### config.mk
export PLATFORM = sky130hd
export DESIGN_NAME = cache_requester
export DESIGN_NICKNAME = d
export VERILOG_FILES = /design/src/rtl/cache_requester.sv
export SDC_FILE = /design/constraint.sdc
export NUM_CORES = 1
export LEC_CHECK = 0
export CELL_PAD_IN_SITES_DETAIL_PLACEMENT = 0
export CELL_PAD_IN_SITES_GLOBAL_PLACEMENT = 1
export CORE_AREA = 5 5 67 69
export DETAILED_ROUTE_END_ITERATION = 8
export DIE_AREA = 0 0 72 74
export PLACE_DENSITY_LB_ADDON = 0.1
export SKIP_LAST_GASP = 1
export SLEW_MARGIN = 20
export SYNTH_ARGS = -nofsm -noshare
export SYNTH_HDL_FRONTEND = slang
export SYNTH_SLANG_ARGS = --single-unit
export TNS_END_PERCENT = 5
### constraint.sdc
create_clock -name clock -period 1.9 [get_ports clock]
set_clock_uncertainty 0.2 [all_clocks]
set_input_delay 0.38 -clock clock [delete_from_list [all_inputs] [get_ports clock]]
set_output_delay 0.38 -clock clock [all_outputs]
set_load 0.03 [all_outputs]
### src/rtl/cache_requester.sv
// Command sequencer in front of the 4-line write-back cache: one command at a time, hides the
// cache's stale-valid and repeated-request quirks. Define CACHE_REQ_TIMEOUT_EN for error timeouts.
module cache_requester #(
  parameter int unsigned ADDR_W  = 5,
  parameter int unsigned DATA_W  = 8,
  parameter int unsigned TIMEOUT = 15
) (
  input  logic              clock,
  input  logic              resetn,
  input  logic              cmd_valid,
  output logic              cmd_ready,
  input  logic [ADDR_W-1:0] cmd_addr,
  input  logic              cmd_wren,
  input  logic [DATA_W-1:0] cmd_data,
  output logic [ADDR_W-1:0] mem_address,
  output logic [DATA_W-1:0] mem_data,
  output logic              mem_wren,
  input  logic [DATA_W-1:0] mem_q,
  input  logic              mem_valid,
  output logic              resp_valid,
  input  logic              resp_ready,
  output logic [DATA_W-1:0] resp_data,
  output logic              resp_err
);

  typedef enum logic [2:0] {
    StIdle,
    StSettle,
    StWait,
    StPreSettle,
    StPreWait,
    StResp
  } state_e;

  state_e              state_q;
  logic [ADDR_W-1:0]   last_addr_q;
  logic                last_wren_q;

`ifdef CACHE_REQ_TIMEOUT_EN
  localparam logic [7:0] TimeoutLast = 8'(TIMEOUT - 1);
  logic [7:0] tmo_cnt_q;
`else
  logic unused_timeout;
  assign unused_timeout = ^TIMEOUT;
  assign resp_err       = 1'b0;
`endif

  assign cmd_ready = (state_q == StIdle);

  always_ff @(posedge clock or negedge resetn) begin
    if (!resetn) begin
      state_q     <= StIdle;
      last_addr_q <= '0;
      last_wren_q <= 1'b0;
      mem_address <= '0;
      mem_data    <= '0;
      mem_wren    <= 1'b0;
      resp_valid  <= 1'b0;
      resp_data   <= '0;
`ifdef CACHE_REQ_TIMEOUT_EN
      resp_err    <= 1'b0;
      tmo_cnt_q   <= '0;
`endif
    end else begin
      unique case (state_q)
        StIdle: begin
          if (cmd_valid) begin
            mem_address <= cmd_addr;
            mem_data    <= cmd_data;
            last_addr_q <= cmd_addr;
`ifdef CACHE_REQ_TIMEOUT_EN
            tmo_cnt_q   <= '0;
`endif
            // The cache ignores a repeated request, so a repeated write is preceded by a read.
            if (cmd_wren && last_wren_q && (cmd_addr == last_addr_q)) begin
              mem_wren    <= 1'b0;
              last_wren_q <= 1'b0;
              state_q     <= StPreSettle;
            end else begin
              mem_wren    <= cmd_wren;
              last_wren_q <= cmd_wren;
              state_q     <= StSettle;
            end
          end
        end
        // mem_valid may still reflect the previous request here.
        StSettle:    state_q <= StWait;
        StPreSettle: state_q <= StPreWait;
        StWait: begin
          if (mem_valid) begin
            resp_data  <= mem_q;
            resp_valid <= 1'b1;
`ifdef CACHE_REQ_TIMEOUT_EN
            resp_err   <= 1'b0;
`endif
            state_q    <= StResp;
          end
`ifdef CACHE_REQ_TIMEOUT_EN
          else if (tmo_cnt_q == TimeoutLast) begin
            resp_data  <= '0;
            resp_valid <= 1'b1;
            resp_err   <= 1'b1;
            state_q    <= StResp;
          end else begin
            tmo_cnt_q <= tmo_cnt_q + 8'd1;
          end
`endif
        end
        StPreWait: begin
          if (mem_valid) begin
            mem_wren    <= 1'b1;
            last_wren_q <= 1'b1;
            state_q     <= StSettle;
`ifdef CACHE_REQ_TIMEOUT_EN
            tmo_cnt_q   <= '0;
`endif
          end
`ifdef CACHE_REQ_TIMEOUT_EN
          else if (tmo_cnt_q == TimeoutLast) begin
            resp_data  <= '0;
            resp_valid <= 1'b1;
            resp_err   <= 1'b1;
            state_q    <= StResp;
          end else begin
            tmo_cnt_q <= tmo_cnt_q + 8'd1;
          end
`endif
        end
        StResp: begin
          if (resp_ready) begin
            resp_valid <= 1'b0;
            state_q    <= StIdle;
          end
        end
        default: state_q <= StIdle;
      endcase
    end
  end

endmodule

# ---- Yosys cells after proc, flatten, opt, wreduce, memory -nomap -nowiden
# Index checks and enable logic that the tools add are counted.
dict set report totals {
  register_bits 26
  output_inout_bits 25
}
dict set report classes {
  n_eq_ne 10
  mux 12
  n_reduce_logical 10
}
# op count
set ops {}
lappend ops {{one-hot mux 3 bit (6 select lines)} 1}
lappend ops {{two-way mux 3 bit} 4}
lappend ops {{!= test 2 bit (second input constant)} 4}
lappend ops {{equality test 3 x 2 -> 1 bit (second input constant)} 2}
lappend ops {{equality test 3 bit (second input constant)} 2}
lappend ops {{AND reduction 3 bit} 2}
lappend ops {{equality test 5 bit} 1}
lappend ops {{two-way mux 1 bit} 4}
lappend ops {{one-hot mux 1 bit (2 select lines)} 2}
lappend ops {{AND reduction 2 bit} 2}
lappend ops {{AND reduction 4 bit} 1}
lappend ops {{nonzero test 2 bit} 2}
lappend ops {{equality test 3 x 1 -> 1 bit (second input constant)} 1}
lappend ops {{logical NOT 3 bit} 1}
lappend ops {{logical AND 1 bit} 2}
lappend ops {{two-way mux 2 bit} 1}

# ---- Depth between registers and ports, before layout
dict set report logic_depth {
  word_depth 5
  ltp_mapped 7
  mapped_depth_nobuf 4
}

# ---- Worst setup path after synthesis
# No wires, ideal clock.
dict set report synth_path {
  path_type {register -> register}
  startpoint {register state_q[1]}
  endpoint {register last_addr_q[3]}
  setup_ns 0.125
  t_arrival_ns 1.785
  setup_slack_ns -0.210
  stages_incl_launch_ff 7
  n_path_buf 3
  period_less_slack_ns 2.110
  cell_sequence {dfrtp_1 -> buf_2 -> nor3_2 -> and2_1 -> buf_4 -> buf_4 -> mux2_2}
}
dict set report synth_between {
  elab_chain_len 2
}
# element line_no
set synth_lines {}
lappend synth_lines {{from (decl)} 35} ;# state_e state_q;
lappend synth_lines {{from (signal assigned)} 52} ;# state_q <= StIdle;
lappend synth_lines {{from (signal assigned)} 78} ;# state_q <= StPreSettle;
lappend synth_lines {{from (signal assigned)} 82} ;# state_q <= StSettle;
lappend synth_lines {{logical NOT 3 bit} -}
lappend synth_lines {{via cmd_ready} 11} ;# output logic cmd_ready,
lappend synth_lines {{AND reduction 2 bit (no line)} -}
lappend synth_lines {{to (signal assigned)} 70} ;# last_addr_q <= cmd_addr;
lappend synth_lines {{to (decl)} 36} ;# logic [ADDR_W-1:0] last_addr_q;
# The timed path passes the listed nets, and every way through them passes these cells.
# A chain may end at the register's enable or synchronous reset.

# ---- Worst setup path after layout
dict set report layout_path {
  startpoint {register mem_wren}
  endpoint {output mem_wren}
}
# element line_no
set layout_lines {}
lappend layout_lines {{from (decl)} 17} ;# output logic mem_wren,
lappend layout_lines {{from (signal assigned)} 80} ;# mem_wren <= cmd_wren;
# No word-level cell between the ends.

==> flow_metrics.tcl <==
set metrics [dict create \
    run_status "finished, violations left" \
    violations "negative setup slack" \
    power_leakage_uw 0.000760 \
    dp.cells 191 \
    switching_share_pct 39.4 \
    syn-num-nets 115 \
    dpl_worst_slack_ns -0.255 \
    grt_overflow 0 \
    switching_power_uw 1300 \
    synth_top_family_by_area "multiplexers" \
    cts.htree.levels 1 \
    power_frac_comb_pct 55.0 \
    yosysWarnings 0 \
    holdCritPathClass "input pin to asynchronous set/reset pin" \
    fin_crit_ns 1.92 \
    drc 0 \
    final_util_pct 47.6 \
    hold_viol 0 \
    gp_congestion 0.730 \
    antenna_cells 0 \
    area_growth_pct 60.5 \
    power_uw 3290 \
    ir_drop_mv 0.721 \
    fin_crit_sh_pct 101 \
    cts_root_buffer "clkbuf_8" \
    max_freq_mhz 520 \
    synth_top_area_cell "dfrtp_1" \
    detailed_place_hpwl_mm 2.01 \
    powerDensity_nw_per_um2 1790 \
    setup-tns-final_ns -0.0615 \
    drtPass1Iterations 6 \
    cts_buffer_depth 2 \
    syn_area_um2 1140 \
    seq_area_um2 651 \
    syn_area_per_cell_um2 13.0 \
    vias_per_cell 4.46 \
    ctsHoldBuffers 0 \
    critPathTopFamily "buffers and inverters" \
    synth_compound_gate_area_share_pct 3.72 \
    synth_xor_area_share_pct 3.83 \
    std_cell_rows 23 \
    p_clk_share_pct 13.9 \
    startpoint_type "register" \
    routed_wl_mm 2.63 \
    crit_buf_inv 1 \
    synth_area_leaders "dfrtp_1, mux2_2, xor2_1, nor2_1, buf_4" \
    core_um2 3860 \
    fin_ws_ns -0.0225 \
    yosysTopAreaCellShare_pct 56.9 \
    power.internal_uw 1990 \
    final_nets 173 \
    worst-setup-path-type "register to output pin" \
    clkSinkCount 26 \
    grt_pass1_wl_mm 4.27 \
    cts_buffers 3 \
    multi_input_area_um2 467 \
    ant_nets 0 \
    critPathMaxFanout 3 \
    async_flop_share_pct 100 \
    synthAdderAreaFrac_pct 0 \
    fill_cells 358 \
    tritoncts "built" \
    drt_iter0_markers 46 \
    initial_core_util_pct 29.7 \
    synth.distinct_cells 21 \
    drive_gt1_share_pct 26.2 \
    antenna_found_initial 0 \
    worstPathCellList "clkdlybuf4s50_1" \
    critPathCaptureType "output pin" \
    ys_ff_latch 26 \
    synthSimpleGateAreaFrac_pct 10.8 \
    grt_pass1_vias 901 \
    drv_slew 0 \
    crit_arrival_ns 1.34 \
    cp_slowest_cell "clkdlybuf4s50_1" \
    seq_power_share_pct 31.1 \
    grt_max_degree 27 \
    worstSkewPairLatency_ns 0.26 \
    yosysSeqAreaShare_pct 56.9 \
    ys.flop_type "dfrtp_1" \
    synth_most_common_cell "dfrtp_1" \
    io_pins 52 \
    fp.dieH_um 74 \
    setup_viol 4 \
    synth-edff-count 0 \
    vias 870 \
    maxCapViolations 0 \
    synth_mux_area_share_pct 21.6 \
    die_w_um 72 \
    port_buffers 50 \
    clk_pin_slew_ns 0.09 \
    wl_per_cell_um 13.5 \
    synthCells 88 \
    die-area_um2 5330 \
    grt_use_total_pct 10.2 \
    cp_slowest_stage_delay_ns 0.69 \
    synthTopCellsByCount "dfrtp_1, mux2_2, nor2_1, xor2_1" \
    fin_cells 195 \
    worstPathRequired_ns 1.32 \
    grt_setup_unrepaired "yes" \
]
[cells by family after synthesis]
group                  count (synthesis)
AO/OA/AOI/OAI                          7
XOR/XNOR                               5
buffers and inverters                  5
flip-flops                            26
multiplexers                          22
other                                  1
AND/OR/NAND/NOR                       22
[repair_timing]
| item | 4_1_cts | 5_1_grt |
|---|---|---|
| setup endpoints to repair | 10 | 21 |
| setup buffers | 0 | 0 |
| gates cloned | 0 | 0 |
| resized for setup | 1 | 1 |
| hold endpoints to repair | 0 | 0 |
[cell type report]
type | instances | share of cell area, %
clock buffer | 3 | 2.25
timing repair buffer | 58 | 31.8
sequential | 26 | 35.4
multi-input combinational | 57 | 25.4
clock inverter | 1 | 1.64
tap | 50 | 3.41
[flip-flops by register name (all words and copies together), names as in the netlist]
signal       cells
mem_wren         1
resp_data        8
resp_valid       1
mem_data         8
state_q          3
last_addr_q      5
[routing by layer]
layer	part of all wire (%)	global-route usage, %	vias to the layer above
met5	0	0	-
met4	0.72	3.13	0
met3	6.3	2.97	2
met2	52	18.0	21
met1	41	12.1	433
li1	-	-	414
[cell usage in the layout (no fill, tap or decap), drive strengths merged]
master         count
clkbuf             3
nand2b             3
nor3               2
o22ai              3
dfrtp             26
buf                9
nand3              2
dlymetal6s2s       1
or4                1
mux2              21
conb               1
dlygate4sd2        1
nor2b              1
mux2i              1
xor2               5
o21ai              2
clkdlybuf4s50     47
a21oi              1
a31o               1
nor3b              1
bufinv             1
and2               1
nand2              3
nor2               8
[power by group through the flow]
| stage | clock network, µW | logic, µW | registers (µW) |
|---|---|---|---|
| global route | 499 | 1910 | 1070 |
| global placement | 0 | 1830 | 1030 |
| floorplan | 0 | 616 | 1510 |
| CTS | 478 | 1840 | 1030 |
| detailed placement | 0 | 1840 | 1040 |
| finish | 455 | 1810 | 1020 |
[per-stage QoR]
| stage | hold WS, ns | area (µm²) |
|---|---|---|
| 2_1_floorplan | -0.116 | 1170 |
| 3_3_place_gp | 0.290 | 1760 |
| 3_5_place_dp | 0.294 | 1760 |
| 4_1_cts | 0.275 | 1830 |
| 5_1_grt | 0.293 | 1840 |
| 6_report | 0.271 | 1840 |
[path summary, 6_finish.rpt]
path	start	endpoint	cells past startpoint	slack (ns)
setup / recovery	mem_wren$_DFFE_PN0P_	mem_wren	1	-0.02
min in group clock	mem_data[6]$_DFFE_PN0P_	mem_data[6]$_DFFE_PN0P_	1	0.31
hold / removal	resetn	mem_data[7]$_DFFE_PN0P_	2	0.27
hold reg to reg	mem_data[6]$_DFFE_PN0P_	mem_data[6]$_DFFE_PN0P_	1	0.31
setup reg to reg	last_addr_q[2]$_DFFE_PN0P_	mem_wren$_DFFE_PN0P_	4	0.16
max in group asynchronous	resetn	last_addr_q[2]$_DFFE_PN0P_	2	0.98
(Power assumes the default switching activity.)
